===== src/rtl/ir_receiver.sv =====
// ir_receiver -- decodes the demodulated IR photodiode level into messages.
//
// Line protocol (one slot = SLOT_CYCLES clocks):
//   each bit = 1-slot start-high, 2 slots high (1) or low (0), 1 slot low;
//   LSB first, MSG_BITS bits per message, >= 3 idle-low slots between messages.
// Pulse widths are measured with a saturating cycle counter.
// High width in [HALF, TWO) decodes as 0 and [TWO, FOUR) as 1. Any other
// high width is a protocol error. A low gap inside a message must be in
// [HALF, FOUR).
//
// Optional build macro: IR_RX_GLITCH_FILTER_EN
//   When defined, a stability filter (FILTER_CYCLES) sits between the
//   synchronizer and the FSM. Pulses and dropouts shorter than the window
//   never reach the FSM. Both edges are delayed equally, so widths are kept.
//
// Ports:
//   CLK        in   system clock (100 MHz nominal)
//   INV_RESET  in   asynchronous active-low reset
//   IR_IN      in   demodulated IR level, asynchronous to CLK
//   MSG        out  last correctly received message, held until the next one
//   MSG_VALID  out  one-cycle pulse when MSG updates
//   RX_ERR     out  one-cycle pulse on protocol violation
//   RX_BUSY    out  high whenever the FSM is not idle
module ir_receiver #(
   parameter int SLOT_CYCLES = 20000,
   parameter int MSG_BITS    = 8
`ifdef IR_RX_GLITCH_FILTER_EN
   ,
   parameter int FILTER_CYCLES = 16
`endif
) (
   input  logic                CLK,
   input  logic                INV_RESET,
   input  logic                IR_IN,
   output logic [MSG_BITS-1:0] MSG,
   output logic                MSG_VALID,
   output logic                RX_ERR,
   output logic                RX_BUSY
);

   localparam logic [31:0] HALF    = 32'(SLOT_CYCLES / 2);
   localparam logic [31:0] TWO     = 32'(2 * SLOT_CYCLES);
   localparam logic [31:0] FOUR    = 32'(4 * SLOT_CYCLES);
   localparam logic [31:0] FOUR_M1 = FOUR - 32'd1;
   localparam int          BC_W    = $clog2(MSG_BITS + 1);
   localparam logic [BC_W-1:0] LAST_BIT = BC_W'(MSG_BITS - 1);

   typedef enum logic [1:0] {IDLE, HIGH, LOW, ERROR} state_t;

   state_t              state, state_nxt;
   logic [31:0]         cnt, cnt_nxt, cnt_inc;
   logic [MSG_BITS-1:0] shreg, shreg_nxt;
   logic [BC_W-1:0]     bit_cnt, bit_cnt_nxt;
   logic                load_msg, enter_err, new_bit;
   logic                sync1, ir_s, ir_l;

   // Two-flop synchronizer. The latency is the same on both edges, so the
   // measured widths are not changed.
   // NOTE: clocked state uses non-blocking (<=) so every flop samples the
   // pre-edge value; blocking here would collapse the two stages into one.
   always_ff @(posedge CLK or negedge INV_RESET) begin
      if (!INV_RESET) begin
         sync1 <= 1'b0;
         ir_s  <= 1'b0;
      end else begin
         sync1 <= IR_IN;
         ir_s  <= sync1;
      end
   end

`ifdef IR_RX_GLITCH_FILTER_EN
   localparam int FC_W = $clog2(FILTER_CYCLES + 1);
   logic [FC_W-1:0] filt_cnt;
   logic            filt;

   // The output follows the input only after the input has differed from it
   // for FILTER_CYCLES consecutive cycles. Any agreement restarts the count.
   always_ff @(posedge CLK or negedge INV_RESET) begin
      if (!INV_RESET) begin
         filt     <= 1'b0;
         filt_cnt <= '0;
      end else if (ir_s == filt) begin
         filt_cnt <= '0;
      end else if (filt_cnt == FC_W'(FILTER_CYCLES - 1)) begin
         filt     <= ir_s;
         filt_cnt <= '0;
      end else begin
         filt_cnt <= filt_cnt + FC_W'(1);
      end
   end

   assign ir_l = filt;
`else
   assign ir_l = ir_s;
`endif

   assign cnt_inc = (cnt == '1) ? cnt : cnt + 32'd1;
   assign new_bit = (cnt >= TWO);

   // The error-limit checks fire while the counter holds FOUR-1 and the
   // level is still present. This makes a width of exactly FOUR an error
   // before the edge arrives.
   // NOTE: every signal this block drives gets a default first, so no
   // path through the case can leave one unassigned and infer a latch.
   always_comb begin
      state_nxt   = state;
      cnt_nxt     = cnt;
      shreg_nxt   = shreg;
      bit_cnt_nxt = bit_cnt;
      load_msg    = 1'b0;
      case (state)
         IDLE: begin
            if (ir_l) begin
               state_nxt   = HIGH;
               cnt_nxt     = 32'd1;
               bit_cnt_nxt = '0;
            end
         end
         HIGH: begin
            if (ir_l) begin
               if (cnt >= FOUR_M1) begin
                  state_nxt = ERROR;
                  cnt_nxt   = '0;
               end else begin
                  cnt_nxt = cnt_inc;
               end
            end else if (cnt < HALF || cnt >= FOUR) begin
               state_nxt = ERROR;
               cnt_nxt   = '0;
            end else begin
               shreg_nxt   = {new_bit, shreg[MSG_BITS-1:1]};
               bit_cnt_nxt = bit_cnt + BC_W'(1);
               if (bit_cnt == LAST_BIT) begin
                  load_msg  = 1'b1;
                  state_nxt = IDLE;
                  cnt_nxt   = '0;
               end else begin
                  state_nxt = LOW;
                  cnt_nxt   = 32'd1;
               end
            end
         end
         LOW: begin
            if (!ir_l) begin
               if (cnt >= FOUR_M1) begin
                  state_nxt = ERROR;
                  cnt_nxt   = '0;
               end else begin
                  cnt_nxt = cnt_inc;
               end
            end else if (cnt < HALF) begin
               state_nxt = ERROR;
               cnt_nxt   = '0;
            end else begin
               state_nxt = HIGH;
               cnt_nxt   = 32'd1;
            end
         end
         ERROR: begin
            // Leave only after FOUR consecutive low cycles. Any high
            // restarts the count.
            if (ir_l) begin
               cnt_nxt = '0;
            end else if (cnt >= FOUR_M1) begin
               state_nxt = IDLE;
               cnt_nxt   = '0;
            end else begin
               cnt_nxt = cnt_inc;
            end
         end
         default: begin
            state_nxt = IDLE;
            cnt_nxt   = '0;
         end
      endcase
   end

   assign enter_err = (state_nxt == ERROR) && (state != ERROR);

   always_ff @(posedge CLK or negedge INV_RESET) begin
      if (!INV_RESET) begin
         state     <= IDLE;
         cnt       <= '0;
         shreg     <= '0;
         bit_cnt   <= '0;
         MSG       <= '0;
         MSG_VALID <= 1'b0;
         RX_ERR    <= 1'b0;
      end else begin
         state     <= state_nxt;
         cnt       <= cnt_nxt;
         shreg     <= shreg_nxt;
         bit_cnt   <= bit_cnt_nxt;
         MSG_VALID <= load_msg;
         RX_ERR    <= enter_err;
         if (load_msg) MSG <= shreg_nxt;
      end
   end

   assign RX_BUSY = (state != IDLE);

endmodule


===== config.mk =====
export PLATFORM = sky130hd
export DESIGN_NAME = ir_receiver
export DESIGN_NICKNAME = d
export VERILOG_FILES = /design/src/rtl/ir_receiver.sv
export SDC_FILE = /design/constraint.sdc
export NUM_CORES = 1
export LEC_CHECK = 0
export CELL_PAD_IN_SITES_DETAIL_PLACEMENT = 1
export CELL_PAD_IN_SITES_GLOBAL_PLACEMENT = 2
export CORE_ASPECT_RATIO = 0.7
export CORE_UTILIZATION = 34
export DETAILED_ROUTE_END_ITERATION = 10
export PLACE_DENSITY = 0.75
export SLEW_MARGIN = 20
export SYNTH_ARGS = -nofsm -noshare
export SYNTH_HDL_FRONTEND = slang
export SYNTH_SLANG_ARGS = --single-unit
export TNS_END_PERCENT = 50

===== constraint.sdc =====
create_clock -name CLK -period 2 [get_ports CLK]
set_input_delay 0.6 -clock CLK [delete_from_list [all_inputs] [get_ports CLK]]
set_output_delay 0.6 -clock CLK [all_outputs]
set_load 0.01 [all_outputs]

==> summary.txt <==
Routing
  – DR pass1 iterations: 4
  – Via count normalized by instance count: 5.33
  – Detailed-route DRC error count: 0
  – ANT nets after route: 0
  – Final routed wirelength across all metal layers: 8040 microns
  – Routed wire length per instance: roughly 17 microns
  – Number of design-rule violations left by the first detailed-router iteration: 125
  – Via count: between 2000 and 2500

Synthesis
  – Combined area of all synthesized cells: 2800 sq um
  – Mean instance size in the synthesized netlist: 9.60 sq um
  – Post-synth cell types: 46
  – Async S/R FF share, synth: 100%
  – Register bit count reported by yosys: 57
  – Top cells by instance count after synthesis: 57 x dfrtp_1, 25 x nand2_1, 18 x a21oi_1, 18 x nor2_1
  – Most common flop cell mapped by yosys: dfrtp_1
  – Sequential element share of the synthesized area: 50.9%
  – Largest area contributor in the synthesized netlist: dfrtp_1
  – Yosys synthesis warning count: 0
  – Net count after synthesis: 298
  – Area fraction of the dominant cell type after synthesis: 50.9%
  – Count leader, synth: dfrtp_1
  – Cells after synthesis: 292
  – Number of enable-type register cells in the synthesized netlist: 0
  – Top cells by area in the synthesized netlist: dfrtp_1 51%, mux2_2 3.6%, and2_1 3.3%

Floorplan
  – Number of primary I/O pins: 14
  – Core region area: 7940 sq um
  – Number of placement rows: 27
  – Die Footprint: 8620 sq um
  – Effective utilization at floorplan: 35.3%
  – Die Height: 78.0 microns
  – Die W: 111 microns

STA
  – Number of hold violations in the final report: 0
  – Final max-slew violation count: 0
  – Number of failing setup endpoints in the final timing report: 32
  – Transition time at the pin with the least slew margin: a little over 0.4 ns
  – Achievable Freq: 0.462 GHz
  – Worst slack on hold paths: around 0.27 ns
  – Sum of negative setup slack: -2.53 ns
  – Period utilisation layout: 108%
  – Slack of the critical path: -0.167 ns
  – Worst rel slew slack: 72.1%
  – Post-Route Skew: 0.00635 ns
  – Crit path time final: 2.17 ns
  – Setup repair after global routing missed its margin: true

Critical path
  – Data required time of the worst path: 2.21 ns
  – Gate family responsible for the most delay along the worst path: simple AND/OR/NAND/NOR gates
  – Combined buffer and inverter count along the critical path: 1
  – Capture point of the worst reg-to-reg path: RX_ERR
  – Reg-to-Reg Start: cnt[17]
  – Library cell contributing the largest single delay on the critical path: dfrtp_1
  – Kind of critical path: reg -> reg
  – Largest stage delay, worst path: 0.39 ns
  – Flop-to-flop setup slack: -0.17 ns
  – Critical Path AT: between 2 and 2.5 ns
  – Worst setup SP type: flop
  – Worst reg2reg path depth: 7
  – Capturing element type of the critical path: flop
  – CP cell instances: nor4_2, nand4_1, buf_4, or2_4, o211a_1, a2111o_1, nor3b_2
  – Crit Path Max Fanout: 3

Global route
  – Total Routing Usage GR: 19.3%
  – Via count of the first global-routing pass: 2458
  – Largest net degree at the start of global routing: 58
  – Wire length of the first global-routing pass: between 10000 and 15000 microns
  – Initial antenna violation count: 0
  – Overflow after GRT: 0

Place
  – Count of input and output buffers: 13
  – Total half-perimeter wirelength after legalization and detailed placement: 5190 microns
  – Standard cell area after detailed placement: between 3000 and 4000 sq um
  – Weighted congestion at the end of routability-driven global placement: a little under 0.8

Power
  – Static leakage power: 1.79 nW
  – Reported net switching power: 0.637 mW
  – Peak supply drop: between 0.5 and 0.6 mV
  – PD cells: 690 nW/um^2
  – Part of the power in registers: 42.8%
  – Combinational group share of total power: roughly 4.2%
  – Cell internal power dissipation: ~2.1 mW
  – Switching part of the total: 23.4%
  – Clock network power share: 53.0%

CTS
  – Clock transition at the register clock pins on the worst setup and hold paths after CTS: 0.06 ns
  – Cts-stage hold buffer count: 0
  – TritonCTS clock tree: yes
  – Root Driver: clkbuf_16
  – Later-pin clock latency in the skew report: 0.33 ns
  – Number of sinks driven by the clock tree: 57
  – CTS max path bufs: 2
  – Level count of the clock H-tree: 3
  – Num CTS Buffers: 9

Cells and area
  – Area growth from synthesis to final layout: 40.8%
  – Filler cell count: 870
  – Storage element area: 1430 sq um
  – Share of cells above drive strength 1: 32.6%
  – Final non-filler cell area: 3950 sq um
  – Area of the multi-input gates: between 1000 and 1500 sq um
  – Net total in the final layout: 363
  – Antenna diode count: 0

Flow run
  – Maxcap violations: 0

Status
  – Outcome: finished with violations
  – Violations in the final reports: negative setup slack

Worst hold path
  – Worst min-delay path category: in -> async
[worst max path at each step]
stage / start / cells past startpoint / slack (ns) / to
floorplan: cnt[20] / 6 / 0.02 / RX_ERR
global placement: cnt[17] / 7 / -0.15 / RX_ERR
detailed placement: cnt[20] / 7 / -0.21 / RX_ERR
CTS: cnt[23] / 7 / -0.13 / RX_ERR
global route: cnt[17] / 8 / -0.31 / MSG[4]
finish: cnt[17] / 7 / -0.17 / RX_ERR
[routing by layer]
metal | wire length [microns] | up-vias | GRT usage [%]
met4 | 121 | 0 | 7.47
met1 | 4230 | 1230 | 27.5
li1 | - | 1190 | -
met5 | 0 | - | 0
met3 | 227 | 12 | 5.16
met2 | 3460 | 35 | 27.6
[power by group through the flow]
stage                     Sequential, mW  Combinational, mW  Clock, mW
after CTS                           1.17             0.0956       1.47
after detailed placement            1.19             0.0941          0
final                               1.17              0.114       1.44
after global routing                1.17              0.127       1.53
after floorplan                     1.19             0.0344          0
after global placement              1.19             0.0909          0
[stage by stage]
step	worst slack, ns	power (mW)	cells	utilization, %
after detailed placement	-0.211	1.28	439	42.8
after global routing	-0.309	2.82	463	49.7
after global placement	-0.147	1.28	439	42.8
after CTS	-0.126	2.74	457	47.6
final	-0.167	2.72	463	49.7
after floorplan	0.0246	1.22	292	-
[what timing repair did]
action                                  4_1_cts  5_1_grt
cloned                                        0        2
gates resized for setup                      19       40
buffers inserted                              2        4
endpoints found under the setup margin       38       39
endpoints found under the hold margin         0        0
pin swaps                                     7       18
[final cells by class]
| class | instances | share of cell area (%) |
|---|---|---|
| clock buffers | 11 | 6.15 |
| clock inverters | 5 | 1.05 |
| flip-flops and latches | 57 | 36.1 |
| inverters | 10 | 0.951 |
| well taps | 101 | 3.20 |
| repair buffers | 74 | 16.6 |
| multi-input cells | 205 | 35.9 |
[sequential cells by signal (all words and copies together) (netlist names)]
signal     flops
cnt           32
MSG            8
shreg          7
bit_cnt        4
state          2
MSG_VALID      1
RX_ERR         1
ir_l           1
sync1          1
[logic make-up (layout without fill, tap and decap cells)]
group,Yosys count,in the layout,synth area share [%]
mux,14,14,5.58
simple gates,122,122,23.2
xor+xnor,1,1,0.313
buf+inv,30,100,4.46
flops,57,57,50.9
fa+ha+maj,3,3,1.34
compound gates,65,65,14.2
[layout by cell type, fill, tap and decap left out, drive strengths merged, types with 11 or more instances in the layout]
cell           count
a21oi             18
a31oi             12
and2              15
buf               62
clkbuf            11
clkdlybuf4s50     11
dfrtp             57
mux2              13
nand2             25
nand3             15
nor2              19
nor3              11
o21ai             19
No activity file was read; power rests on OpenSTA's default activity.
